===== config.mk =====
export PLATFORM = sky130hd
export DESIGN_NAME = mips_multicycle_controller
export DESIGN_NICKNAME = d
export VERILOG_FILES = /design/src/rtl/mips_ctrl_pkg.sv /design/src/rtl/mips_ctrl_outdec.sv /design/src/rtl/mips_multicycle_controller.sv
export SDC_FILE = /design/constraint.sdc
export NUM_CORES = 1
export LEC_CHECK = 0
export CORE_MARGIN = 3
export CORE_UTILIZATION = 48
export CTS_CLUSTER_SIZE = 14
export DETAILED_ROUTE_END_ITERATION = 8
export PLACE_DENSITY = 0.88
export SLEW_MARGIN = 20
export SYNTH_ARGS = -nofsm -noshare
export SYNTH_HDL_FRONTEND = slang
export SYNTH_SLANG_ARGS = --single-unit

===== constraint.sdc =====
create_clock -name clk -period 4.02 [get_ports clk]
set_input_delay 0.804 -clock clk [delete_from_list [all_inputs] [get_ports clk]]
set_output_delay 0.804 -clock clk [all_outputs]
set_load 0.005 [all_outputs]

===== src/rtl/mips_ctrl_pkg.sv =====
// Shared types and encodings for the multicycle MIPS main controller.
// Opcodes, state enum, datapath select codes and the decoded control bundle.
package mips_ctrl_pkg;

    typedef enum logic [3:0] {
        FETCH, DECODE, MEMADR, MEMRD, MEMWB, MEMWR, EXECUTE,
        ALUWB, BRANCH, ADDIEX, ADDIWB, JUMP, HALT
    } state_t;

    localparam logic [5:0] OP_RTYPE = 6'b000000;
    localparam logic [5:0] OP_LW    = 6'b100011;
    localparam logic [5:0] OP_SW    = 6'b101011;
    localparam logic [5:0] OP_BEQ   = 6'b000100;
    localparam logic [5:0] OP_ADDI  = 6'b001000;
    localparam logic [5:0] OP_J     = 6'b000010;

    localparam logic [1:0] ALUOP_ADD   = 2'b00;
    localparam logic [1:0] ALUOP_SUB   = 2'b01;
    localparam logic [1:0] ALUOP_FUNCT = 2'b10;

    localparam logic [1:0] ALUSRCB_REGB  = 2'b00;
    localparam logic [1:0] ALUSRCB_FOUR  = 2'b01;
    localparam logic [1:0] ALUSRCB_IMM   = 2'b10;
    localparam logic [1:0] ALUSRCB_IMMSH = 2'b11;

    localparam logic [1:0] PCSRC_ALU    = 2'b00;
    localparam logic [1:0] PCSRC_ALUOUT = 2'b01;
    localparam logic [1:0] PCSRC_JUMP   = 2'b10;

    typedef struct packed {
        logic       iord;
        logic       memwrite;
        logic       irwrite;
        logic       pcwrite;
        logic       branch;
        logic       regdst;
        logic       memtoreg;
        logic       regwrite;
        logic       alusrca;
        logic [1:0] alusrcb;
        logic [1:0] aluop;
        logic [1:0] pcsrc;
        logic       halted;
    } ctrl_t;

    function automatic logic op_legal(input logic [5:0] op);
        case (op)
            OP_RTYPE, OP_LW, OP_SW, OP_BEQ, OP_ADDI, OP_J: return 1'b1;
            default: return 1'b0;
        endcase
    endfunction

endpackage


===== src/rtl/mips_ctrl_outdec.sv =====
// Moore decode of controller state into raw datapath controls.
// FETCH irwrite is raw here; the FSM gates it with mem_ready.
module mips_ctrl_outdec
    import mips_ctrl_pkg::*;
(
    input  state_t state,
    output ctrl_t  ctrl
);

    always_comb begin
        ctrl = '0;
        unique case (state)
            FETCH: begin
                ctrl.irwrite = 1'b1;
                ctrl.alusrcb = ALUSRCB_FOUR;
                ctrl.aluop   = ALUOP_ADD;
                ctrl.pcsrc   = PCSRC_ALU;
            end
            DECODE: begin
                ctrl.alusrcb = ALUSRCB_IMMSH;
                ctrl.aluop   = ALUOP_ADD;
            end
            MEMADR, ADDIEX: begin
                ctrl.alusrca = 1'b1;
                ctrl.alusrcb = ALUSRCB_IMM;
                ctrl.aluop   = ALUOP_ADD;
            end
            MEMRD: ctrl.iord = 1'b1;
            MEMWB: begin
                ctrl.memtoreg = 1'b1;
                ctrl.regwrite = 1'b1;
            end
            MEMWR: begin
                ctrl.iord     = 1'b1;
                ctrl.memwrite = 1'b1;
            end
            EXECUTE: begin
                ctrl.alusrca = 1'b1;
                ctrl.alusrcb = ALUSRCB_REGB;
                ctrl.aluop   = ALUOP_FUNCT;
            end
            ALUWB: begin
                ctrl.regdst   = 1'b1;
                ctrl.regwrite = 1'b1;
            end
            BRANCH: begin
                ctrl.alusrca = 1'b1;
                ctrl.alusrcb = ALUSRCB_REGB;
                ctrl.aluop   = ALUOP_SUB;
                ctrl.pcsrc   = PCSRC_ALUOUT;
                ctrl.branch  = 1'b1;
            end
            ADDIWB: ctrl.regwrite = 1'b1;
            JUMP: begin
                ctrl.pcsrc   = PCSRC_JUMP;
                ctrl.pcwrite = 1'b1;
            end
            HALT: ctrl.halted = 1'b1;
            default: ctrl = '0;
        endcase
    end

endmodule


===== src/rtl/mips_multicycle_controller.sv =====
// Main control FSM for the multicycle MIPS datapath with mem_ready
// stalls and a retired-instruction counter.
module mips_multicycle_controller
    import mips_ctrl_pkg::*;
#(
    parameter int COUNT_W         = 32,
    parameter bit TRAP_ON_ILLEGAL = 1'b1
) (
    input  logic               clk,
    input  logic               reset,
    input  logic [5:0]         opcode,
    input  logic               zero,
    input  logic               mem_ready,
    output logic               pcen,
    output logic               iord,
    output logic               memwrite,
    output logic               irwrite,
    output logic               regdst,
    output logic               memtoreg,
    output logic               regwrite,
    output logic               alusrca,
    output logic [1:0]         alusrcb,
    output logic [1:0]         aluop,
    output logic [1:0]         pcsrc,
    output logic               illegal,
    output logic               halted,
    output logic [COUNT_W-1:0] instr_count
);

    state_t             state_q, state_d;
    logic [COUNT_W-1:0] count_q, count_d;
    ctrl_t              ctrl;
    logic               retire;
    logic               run;
    logic               pcwrite;

    mips_ctrl_outdec u_outdec (
        .state (state_q),
        .ctrl  (ctrl)
    );

    always_comb begin
        state_d = state_q;
        retire  = 1'b0;
        unique case (state_q)
            FETCH:   if (mem_ready) state_d = DECODE;
            DECODE: begin
                case (opcode)
                    OP_LW, OP_SW: state_d = MEMADR;
                    OP_RTYPE:     state_d = EXECUTE;
                    OP_BEQ:       state_d = BRANCH;
                    OP_ADDI:      state_d = ADDIEX;
                    OP_J:         state_d = JUMP;
                    default:      state_d = TRAP_ON_ILLEGAL ? HALT : FETCH;
                endcase
            end
            MEMADR:  state_d = (opcode == OP_LW) ? MEMRD : MEMWR;
            MEMRD:   if (mem_ready) state_d = MEMWB;
            MEMWR: begin
                if (mem_ready) begin
                    state_d = FETCH;
                    retire  = 1'b1;
                end
            end
            EXECUTE: state_d = ALUWB;
            ADDIEX:  state_d = ADDIWB;
            MEMWB, ALUWB, BRANCH, ADDIWB, JUMP: begin
                state_d = FETCH;
                retire  = 1'b1;
            end
            HALT:    state_d = HALT;
            default: state_d = FETCH;
        endcase
        count_d = count_q + COUNT_W'(retire);
        if (reset) begin
            state_d = FETCH;
            count_d = '0;
        end
    end

    always_ff @(posedge clk) begin
        state_q <= state_d;
        count_q <= count_d;
    end

    // Reset blanks every output, including the combinational strobes.
    assign run     = ~reset;
    assign pcwrite = ctrl.pcwrite | (ctrl.irwrite & mem_ready);

    assign pcen     = run & (pcwrite | (ctrl.branch & zero));
    assign irwrite  = run & ctrl.irwrite & mem_ready;
    assign memwrite = run & ctrl.memwrite;
    assign regwrite = run & ctrl.regwrite;
    assign illegal  = run & (state_q == DECODE) & ~op_legal(opcode);
    assign iord     = run & ctrl.iord;
    assign regdst   = run & ctrl.regdst;
    assign memtoreg = run & ctrl.memtoreg;
    assign alusrca  = run & ctrl.alusrca;
    assign alusrcb  = run ? ctrl.alusrcb : 2'b00;
    assign aluop    = run ? ctrl.aluop : 2'b00;
    assign pcsrc    = run ? ctrl.pcsrc : 2'b00;
    assign halted   = run & ctrl.halted;

    assign instr_count = count_q;

endmodule


Word level (Yosys, flattened, before mapping)
Cells that the tools add are included.
- word-level logic and storage cells: 75
- output and inout bits: 48
- register bits after elaboration: 36
- reduce and logical (&&, ||, !) cells: 10
- eq/ne operators: 20
- bitwise gates (word level): 18
- multiplexer cells: 24
- $add $sub $neg: 1
- operators with widths (kind ; count):
    4-bit one-hot mux with 5 select lines ; 2
    32-bit by 1-bit adder with 32-bit output ; 1
    4-bit one-hot mux with 8 select lines ; 1
    4-bit == test (second input constant) ; 5
    4-bit by 3-bit == test with 1-bit output (second input constant) ; 4
    1-bit AND ; 14
    6-bit == test (second input constant) ; 2
    1-bit two-way mux ; 12
    4-bit two-way mux ; 3
    4-bit by 2-bit == test with 1-bit output (second input constant) ; 2
    6-bit by 2-bit == test with 1-bit output (second input constant) ; 1
    6-bit by 3-bit == test with 1-bit output (second input constant) ; 1
    6-bit by 4-bit == test with 1-bit output (second input constant) ; 1
    6-bit zero test ; 1
    2-bit two-way mux ; 3
    2-bit != test (second input constant) ; 3
    2-bit OR reduction ; 3
    6-bit OR reduction ; 1
    5-bit OR reduction ; 1
    4-bit by 1-bit == test with 1-bit output (second input constant) ; 1
    4-bit zero test ; 1
    2-bit one-hot mux with 2 select lines ; 1
    4-bit OR reduction ; 1
    3-bit two-way mux ; 1
    other kinds (5) ; 7

Logic depth before layout (Yosys ltp)
Gate-level depths: netlist (run 1).
- depth after elaboration: 6
- depth in mapped cells: 11
- depth with buffers taken out: 9

Cells and area by module
Synthesis (run 1) repeated with hierarchy kept, for this count alone.
- cell total of the unflattened synthesis: 277
- area total of the unflattened synthesis: 2187.1 µm²
- by module, submodules not included (module ; seq. area each (µm²) ; cells an instance ; times used ; area each (µm²)):
    mips_multicycle_controller ; 720.7 ; 250 ; 1 ; 2034.5
    mips_ctrl_outdec ; 0.0 ; 27 ; 1 ; 152.6

Worst setup path before layout (run 1)
Ideal clock, no wire load.
- path type: register to register
- from: reg state_q[1]
- to: reg count_q[22] (netlist: instr_count[22])
- setup time: 0.121 ns
- period minus slack after synthesis: 3.025 ns
- required time: 3.899 ns
- slack: 0.995 ns
- stages on the path, launching flop included: 12
- data arrival time: 2.904 ns
- path through: dfxtp_1 buf_1 nor2b_1 o21a_1 nor3_1 ha_1 ha_1 nand4_1 or3_4 buf_2 nor4_1 mux2_2
- word-level cells in the longest chain between the ends: 4
- ends and longest elaborated chain (what ; RTL line ; RTL):
    from (decl) ; mips_multicycle_controller.sv:30 ; state_t state_q, state_d;
    from (signal assigned) ; mips_multicycle_controller.sv:82 ; state_q <= state_d;
    4-bit == test or 4-bit by 3-bit == test with 1-bit output (tied branches) ; mips_multicycle_controller.sv:45 ; unique case (state_q)
    5-bit OR reduction ; mips_multicycle_controller.sv:45 ;
    1-bit one-hot mux with 2 select lines * ; mips_multicycle_controller.sv:45 ;
    32-bit by 1-bit adder with 32-bit output * ; mips_multicycle_controller.sv:74 ; count_d = count_q + COUNT_W'(retire);
    to (signal assigned) ; mips_multicycle_controller.sv:83 ; count_q <= count_d;
    to (decl) ; mips_multicycle_controller.sv:31 ; logic [COUNT_W-1:0] count_q, count_d;
Mark *: on every way between the ends. The rest lies on a longest branch, timed or not.
A chain may end at the register's enable or synchronous reset.

Final worst setup path (run 1)
- from: in reset
- to: out pcen
- word-level cells in the longest chain between the ends: 2
- ends and longest elaborated chain (what ; RTL line ; RTL):
    from (decl) ; mips_multicycle_controller.sv:10 ; input logic reset,
    1-bit NOT ; mips_multicycle_controller.sv:87 ; assign run = ~reset;
    1-bit AND ; mips_multicycle_controller.sv:90 ; assign pcen = run & (pcwrite | (ctrl.branch & zero));
    to (decl) ; mips_multicycle_controller.sv:14 ; output logic pcen,
No other way between the ends.

==> reports/metrics.csv, run 1 <==
stage,metric,value,unit
run_status,run_status,"finished, final reports clean",
drt,initialDrtViolationCount,110,
job,timing.max_cap.violations,0,
synthesis,synth_fp_nets,271,
placement,preCtsSetupSlack,414,ps
worst_setup_path,setup.worst_path.class,input port to primary output,
drt,antenna_violating_nets_post_route,0,
finish,area.growth.synth_to_final,31.8,%
worst_setup_path,top_fanout_value_on_the_critical_path,6,
timing,slew_headroom,57.3,%
pwr,power.density_cell_area,264,mW/mm^2
die,io_pins,58,
timing,max_slew.worst_pin.slew,640,ps
drt,detail_route.wirelength,4940,um
clock_tree,cts.clk_slew.worst_paths,70,ps
grt,gr_ovfl_total,0,
synthesis,synth-async-reset-ratio,0,%
die,die_area,0.00510,sq mm
timing,hold_slack,505,ps
grt,global_route.usage.total,20.0,%
worst_setup_path,worst_setup_path_end_kind,primary output,
drt,viasPerCell,5.82,
grt,grt_start_max_net_pins,44,
die,floorplan.die.width,71.4,um
finish,layout-drive-gt1-share,3.92,%
timing,fin_crit,3480,ps
synthesis,yosysSeqAreaShare,35.1,%
clock_tree,cts.sinks,36,
min_path,worst_hold_path_type,flop to flop,
die,rows,23,
worst_setup_path,timing.critical_path.slowest_stage_cell,sky130_fd_sc_hd__clkdlybuf4s50_1,
synthesis,synth_ff_type,sky130_fd_sc_hd__dfxtp_1,
timing,final-hold-violation-count,0,
clock_tree,tritoncts,yes,
grt,grt_pass1_wl,8470,um
clock_tree,htree_levels,2,
drt,wl_per_cell,13.9,um
pwr,cellLeakagePower,0.858,nW
pwr,power.share.switching,23.9,%
clock_tree,clock_tree.buffer_depth,2,
synthesis,synth_warnings,0,
synthesis,postSynthRegisterBits,36,
worst_setup_path,cp-start-kind,input port,
clock_tree,hold_buffers,0,
worst_setup_path,worst_path_largest_cell_delay,550,ps
pwr,combPwrFrac,10.9,%
synthesis,synth_area,0.00205,sq mm
synthesis,synthesis.area_per_instance,7.95,sq um
placement,place.detailed.hpwl,3490,um
drt,drt_first_pass_iters,4,
finish,antenna-diode-count,0,
finish,fin_nets,318,
finish,n_fill_cell,338,
pwr,power.internal,543,uW
placement,globalplace.congestion,0.795,
die,core_region_area,0.00406,sq mm
timing,unrepaired_setup_endpoints_after_global_routing,false,
synthesis,synth.lib_cells_used.distinct,44,
placement,dpl.cell_count,348,
worst_setup_path,crit_arrival,2680,ps
timing,setup_violations,0,
synthesis,synth_edf_count,0,
timing,setup_ws,536,ps
drt,route.vias.total,2071,
timing,clock_skew,6.89,ps
timing,max_freq,0.287,GHz
timing,final-max-slew-violation-count,0,
clock_tree,post_cts_resized,0,
pwr,switchingPower,171,uW
finish,fin_cells,356,
die,die_y,71.4,um
synthesis,netlist_instances,258,
pwr,pwr-share-clk,36.9,%
timing,final.setup.tns,0,ps
timing,final_min_period_over_clock_period,86.7,%
die,initial_core_util,50.6,%
grt,number_of_antenna_violations_at_the_first_check_in_global_routing,0,
finish,finalCoreUtilization,66.6,%
pwr,seqPwrFrac,52.2,%
clock_tree,clock_insertion_delay_worst_skew,280,ps
clock_tree,cts_inserted_buffers,5,
clock_tree,post-cts-setup-buffer-count,0,
worst_setup_path,crit_required,3220,ps
pwr,vdd.ir_drop.worst,189,uV
clock_tree,clockRootBuffer,sky130_fd_sc_hd__clkbuf_8,
placement,port_buffers,57,
worst_setup_path,critical-path-top-cell-by-count,sky130_fd_sc_hd__clkdlybuf4s50_1,
grt,number_of_global_route_vias_before_repair,1896,
drt,drc_errors,0,
worst_setup_path,cp_cell_sequence,clkdlybuf4s50_1 -> nor3_1 -> a21oi_1 -> a311oi_1 -> clkdlybuf4s50_1,
[critical path: cells and delay by family]
family / cells / cell delay (ps)
compound gates: 2 / 400
buf+inv: 2 / 1020
simple gates: 1 / 450
[layer usage]
layer  routed length [um]  track usage, %  share of wire [%]
met1                 2190            24.2                 44
met3                  367            6.59                7.4
met2                 2330            34.0                 47
met4                   51            5.22                1.0
met5                    0               0                  0
[placed cells by master (no fill, tap or decap), types with 4 or more instances in the layout]
cell                              netlist  layout
sky130_fd_sc_hd__or3_1                  7       7
sky130_fd_sc_hd__nand4_1                7       7
sky130_fd_sc_hd__o31ai_1               12      12
sky130_fd_sc_hd__nand2b_1               7       7
sky130_fd_sc_hd__nor2b_1                9       9
sky130_fd_sc_hd__nor2_1                27      27
sky130_fd_sc_hd__inv_1                  8       8
sky130_fd_sc_hd__xnor2_1               11      11
sky130_fd_sc_hd__o21ai_0                9       9
sky130_fd_sc_hd__clkdlybuf4s50_1        0      57
sky130_fd_sc_hd__dfxtp_1               36      36
sky130_fd_sc_hd__clkbuf_8               0       6
sky130_fd_sc_hd__nor3_1                10      10
sky130_fd_sc_hd__nor4_1                 9       9
sky130_fd_sc_hd__nand2_1               12      12
sky130_fd_sc_hd__xor2_1                 4       4
sky130_fd_sc_hd__or4_1                 13      13
sky130_fd_sc_hd__a21oi_1               20      20
sky130_fd_sc_hd__nand3_1               10      10
[synthesized netlist by cell type (2+ instances only)]
| library cell | count | area (sq um) |
|---|---|---|
| sky130_fd_sc_hd__buf_1 | 2 | 7.51 |
| sky130_fd_sc_hd__a21oi_1 | 20 | 100 |
| sky130_fd_sc_hd__o21a_1 | 2 | 15.0 |
| sky130_fd_sc_hd__buf_2 | 3 | 15.0 |
| sky130_fd_sc_hd__or3_1 | 7 | 43.8 |
| sky130_fd_sc_hd__xor2_1 | 4 | 35.0 |
| sky130_fd_sc_hd__nor2b_1 | 9 | 56.3 |
| sky130_fd_sc_hd__xnor2_1 | 11 | 96.3 |
| sky130_fd_sc_hd__o21ai_0 | 9 | 45.0 |
| sky130_fd_sc_hd__nand2b_1 | 7 | 43.8 |
| sky130_fd_sc_hd__nor3_1 | 10 | 50.1 |
| sky130_fd_sc_hd__nand4_1 | 7 | 43.8 |
| sky130_fd_sc_hd__inv_1 | 8 | 30.0 |
| sky130_fd_sc_hd__clkbuf_1 | 12 | 45.0 |
| sky130_fd_sc_hd__dfxtp_1 | 36 | 721 |
| sky130_fd_sc_hd__nor2_1 | 27 | 101 |
| sky130_fd_sc_hd__and3_1 | 3 | 18.8 |
| sky130_fd_sc_hd__nor4_1 | 9 | 56.3 |
| sky130_fd_sc_hd__nand2_1 | 12 | 45.0 |
| sky130_fd_sc_hd__nand3_1 | 10 | 50.1 |
| sky130_fd_sc_hd__o31ai_1 | 12 | 90.1 |
| sky130_fd_sc_hd__ha_1 | 3 | 37.5 |
| sky130_fd_sc_hd__or4_1 | 13 | 97.6 |
| sky130_fd_sc_hd__a311oi_1 | 2 | 17.5 |
[stage by stage]
stage	cell area (sq um)	total power [mW]
detailed placement	2610	0.458
finish	2700	0.714
global route	2700	0.749
CTS	2700	0.720
floorplan	2050	0.423
global placement	2610	0.458
[layout make-up]
class                   count  area [sq um]  area share, %
multi-input cells         195          1210           44.9
flip-flops and latches     36           721           26.7
repair buffers             59           586           21.7
clock buffers               8          90.1           3.33
well taps                  50          62.6           2.31
inverters                   8          30.0           1.11
[cell families after synthesis]
logic type	count (synthesis)	synth area share (%)
adders and majority gates	4	2.32
xor gates and xnor gates	15	6.40
buffers and inverters	27	5.67
AOI/OAI and AO/OA	54	16.9
DFF	36	35.1
muxes	3	1.59
and+or+nand+nor	119	32.0
[worst paths after layout]
check / startpoint / end / slack [ps] / cells after the start
setup / recovery: reset / pcen / 540 / 5
hold / removal: instr_count[29]$_SDFF_PP0_ / instr_count[29]$_SDFF_PP0_ / 510 / 2
hold reg to reg: instr_count[29]$_SDFF_PP0_ / instr_count[29]$_SDFF_PP0_ / 510 / 2
setup reg to reg: state_q[1]$_SDFFE_PP0P_ / instr_count[22]$_SDFF_PP0_ / 890 / 9
[power by group through the flow]
stage	clock (mW)	combinational [mW]	sequential, mW
floorplan	0	0.0510	0.372
global placement	0	0.0771	0.381
detailed placement	0	0.0775	0.381
CTS	0.269	0.0784	0.372
global route	0.288	0.0859	0.374
finish	0.263	0.0781	0.373
[flip-flops by register name, summed over array words and instances (netlist names)]
register	flops
instr_count	32
state_q	4
Power figures use the tool's default switching activity.
==> run 2, diff against run 1 <==
--- a/config.mk
+++ b/config.mk
@@ -9,7 +9,9 @@
 export CORE_UTILIZATION = 48
 export CTS_CLUSTER_SIZE = 14
 export DETAILED_ROUTE_END_ITERATION = 8
+export MAX_ROUTING_LAYER = met4
 export PLACE_DENSITY = 0.88
+export SETUP_SLACK_MARGIN = 0.02
 export SLEW_MARGIN = 20
 export SYNTH_ARGS = -nofsm -noshare
 export SYNTH_HDL_FRONTEND = slang
==> run 2 against run 1 <==
Net effect: sequential share of layout area did not move; sequential power barely moved; flip-flop and latch count did not move; non-clock buffer count did not move; maximum frequency barely moved; core utilization did not move; critical endpoint is now illegal; largest cell class unchanged; highest routed layer unchanged.
==> reports/metrics.csv, run 2 (same netlist as run 1, synthesis figures left out) <==
stage,metric,value,unit,change
placement,port_buffers,57,,unchanged
clock_tree,htree_levels,2,,unchanged
grt,global_route.usage.total,20.6,%,+0.59 points
drt,antenna_violating_nets_post_route,0,,unchanged
grt,grt_pass1_wl,8470,um,unchanged
die,die_area,0.00510,sq mm,unchanged
clock_tree,cts_inserted_buffers,5,,unchanged
pwr,vdd.ir_drop.worst,189,uV,+0.23%
pwr,post-layout-total-power,714,uW,about the same
grt,number_of_global_route_vias_before_repair,1896,,unchanged
clock_tree,clockRootBuffer,sky130_fd_sc_hd__clkbuf_8,,
worst_setup_path,crit_start,opcode[2],,
finish,fin_nets,318,,unchanged
timing,final_min_period_over_clock_period,86.6,%,about the same
clock_tree,cts.sinks,36,,unchanged
die,io_pins,58,,unchanged
timing,setup_ws,538,ps,+2.14 ps
timing,final.setup.tns,0,ps,unchanged
grt,gr_ovfl_total,0,,unchanged
pwr,cellLeakagePower,0.858,nW,unchanged
worst_setup_path,worstReg2RegStart,state_q[1]$_SDFFE_PP0P_,,
finish,number_of_flip_flops_in_the_largest_register,32,,unchanged
run_status,run_status,"finished, final reports clean",,
timing,fin_crit,3480,ps,-2.14 ps
drt,viasPerCell,5.81,,about the same
clock_tree,post-cts-setup-buffer-count,0,,unchanged
worst_setup_path,crit_required,3220,ps,about the same
grt,grt_start_max_net_pins,44,,unchanged
worst_setup_path,worst_setup_path_end_kind,primary output,,
finish,layout-drive-gt1-share,3.92,%,unchanged
min_path,hold_start,instr_count[29]$_SDFF_PP0_,,
worst_setup_path,crit_arrival,2680,ps,about the same
drt,initialDrtViolationCount,98,,-11%
die,floorplan.die.width,71.4,um,unchanged
die,rows,23,,unchanged
worst_setup_path,setup.worst_path.class,input port to primary output,,
clock_tree,tritoncts,yes,,
min_path,worst_hold_path_type,flop to flop,,
finish,layout.cells.most_common,sky130_fd_sc_hd__clkdlybuf4s50_1,,
drt,detail_route.wirelength,4990,um,+0.95%
finish,fin_cells,356,,unchanged
timing,slew_headroom,57.1,%,-0.15 points
clock_tree,cts.clk_slew.worst_paths,70,ps,about the same
timing,clock_skew,6.51,ps,-0.384 ps
clock_tree,post_cts_resized,0,,unchanged
finish,layout.cells.most_common_list,"57 x sky130_fd_sc_hd__clkdlybuf4s50_1, 36 x sky130_fd_sc_hd__dfxtp_1, 27 x sky130_fd_sc_hd__nor2_1, 20 x sky130_fd_sc_hd__a21oi_1, 13 x sky130_fd_sc_hd__or4_1",,
timing,unrepaired_setup_endpoints_after_global_routing,false,,
die,core_region_area,0.00406,sq mm,unchanged
placement,dpl.cell_count,348,,unchanged
timing,final-hold-violation-count,0,,unchanged
timing,setup_violations,0,,unchanged
grt,number_of_antenna_violations_at_the_first_check_in_global_routing,0,,unchanged
timing,max_freq,0.287,GHz,about the same
clock_tree,clock_insertion_delay_worst_skew,280,ps,about the same
finish,area.growth.synth_to_final,31.8,%,unchanged
timing,final-max-slew-violation-count,0,,unchanged
die,die_y,71.4,um,unchanged
die,initial_core_util,50.6,%,unchanged
drt,wl_per_cell,14.0,um,+0.95%
worst_setup_path,cp-start-kind,input port,,
clock_tree,clock_tree.buffer_depth,2,,unchanged
finish,finalCoreUtilization,66.6,%,unchanged
drt,drt_first_pass_iters,4,,unchanged
placement,preCtsSetupSlack,414,ps,unchanged
timing,max_slew.worst_pin.slew,642,ps,+2.24 ps
clock_tree,hold_buffers,0,,unchanged
drt,drc_errors,0,,unchanged
drt,route.vias.total,2070,,-0.048%
job,timing.max_cap.violations,0,,unchanged
pwr,power.density_cell_area,264,mW/mm^2,about the same
finish,antenna-diode-count,0,,unchanged
placement,globalplace.congestion,0.806,,+1.4%
placement,place.detailed.hpwl,3490,um,unchanged
worst_setup_path,top_fanout_value_on_the_critical_path,8,,+2
==> run 2: cell counts in the layout (fill, tap and decap cells not counted) <==
No cell type changed its count.
==> run 2: final timing paths <==
| path | endpoint | slack (ps) | cells after the start |
|---|---|---|---|
| setup / recovery | illegal | 540 | 5 |
| hold / removal | instr_count[29]$_SDFF_PP0_ | 510 | 2 |
| setup reg to reg | instr_count[22]$_SDFF_PP0_ | 890 | 9 |
| hold reg to reg | instr_count[29]$_SDFF_PP0_ | 510 | 2 |
==> run 2: report_power, final <==
group          total (mW)  internal (mW)  switching [mW]
registers           0.373          0.361          0.0117
logic              0.0782         0.0423          0.0360
clock network       0.263          0.140           0.123
total               0.714          0.543           0.171
==> run 2: cell type report <==
type                    count  area [sq um]
clock buffers               8          90.1
multi-input cells         195          1210
well taps                  50          62.6
inverters                   8          30.0
flip-flops and latches     36           721
fillers                   338          1350
repair buffers             59           586
==> run 2: worst max-delay path: stages <==
cell and delay (ps):
sky130_fd_sc_hd__clkdlybuf4s50_1 540, sky130_fd_sc_hd__maj3_1 400, sky130_fd_sc_hd__o32a_1 290, sky130_fd_sc_hd__o211a_1 200
sky130_fd_sc_hd__clkdlybuf4s50_1 440
==> run 2: routing by layer <==
metal	GRT usage, %	routed length (um)
met2	34.0	2340
met4	5.22	51
met5	-	0
met3	6.03	319
met1	24.5	2280
==> run 2: metrics by stage <==
step                      area [sq um]  hold WS (ps)
after global placement            2610           478
after global routing              2700           536
after floorplan                   2050           481
after CTS                         2700           509
final                             2700           507
after detailed placement          2610           497
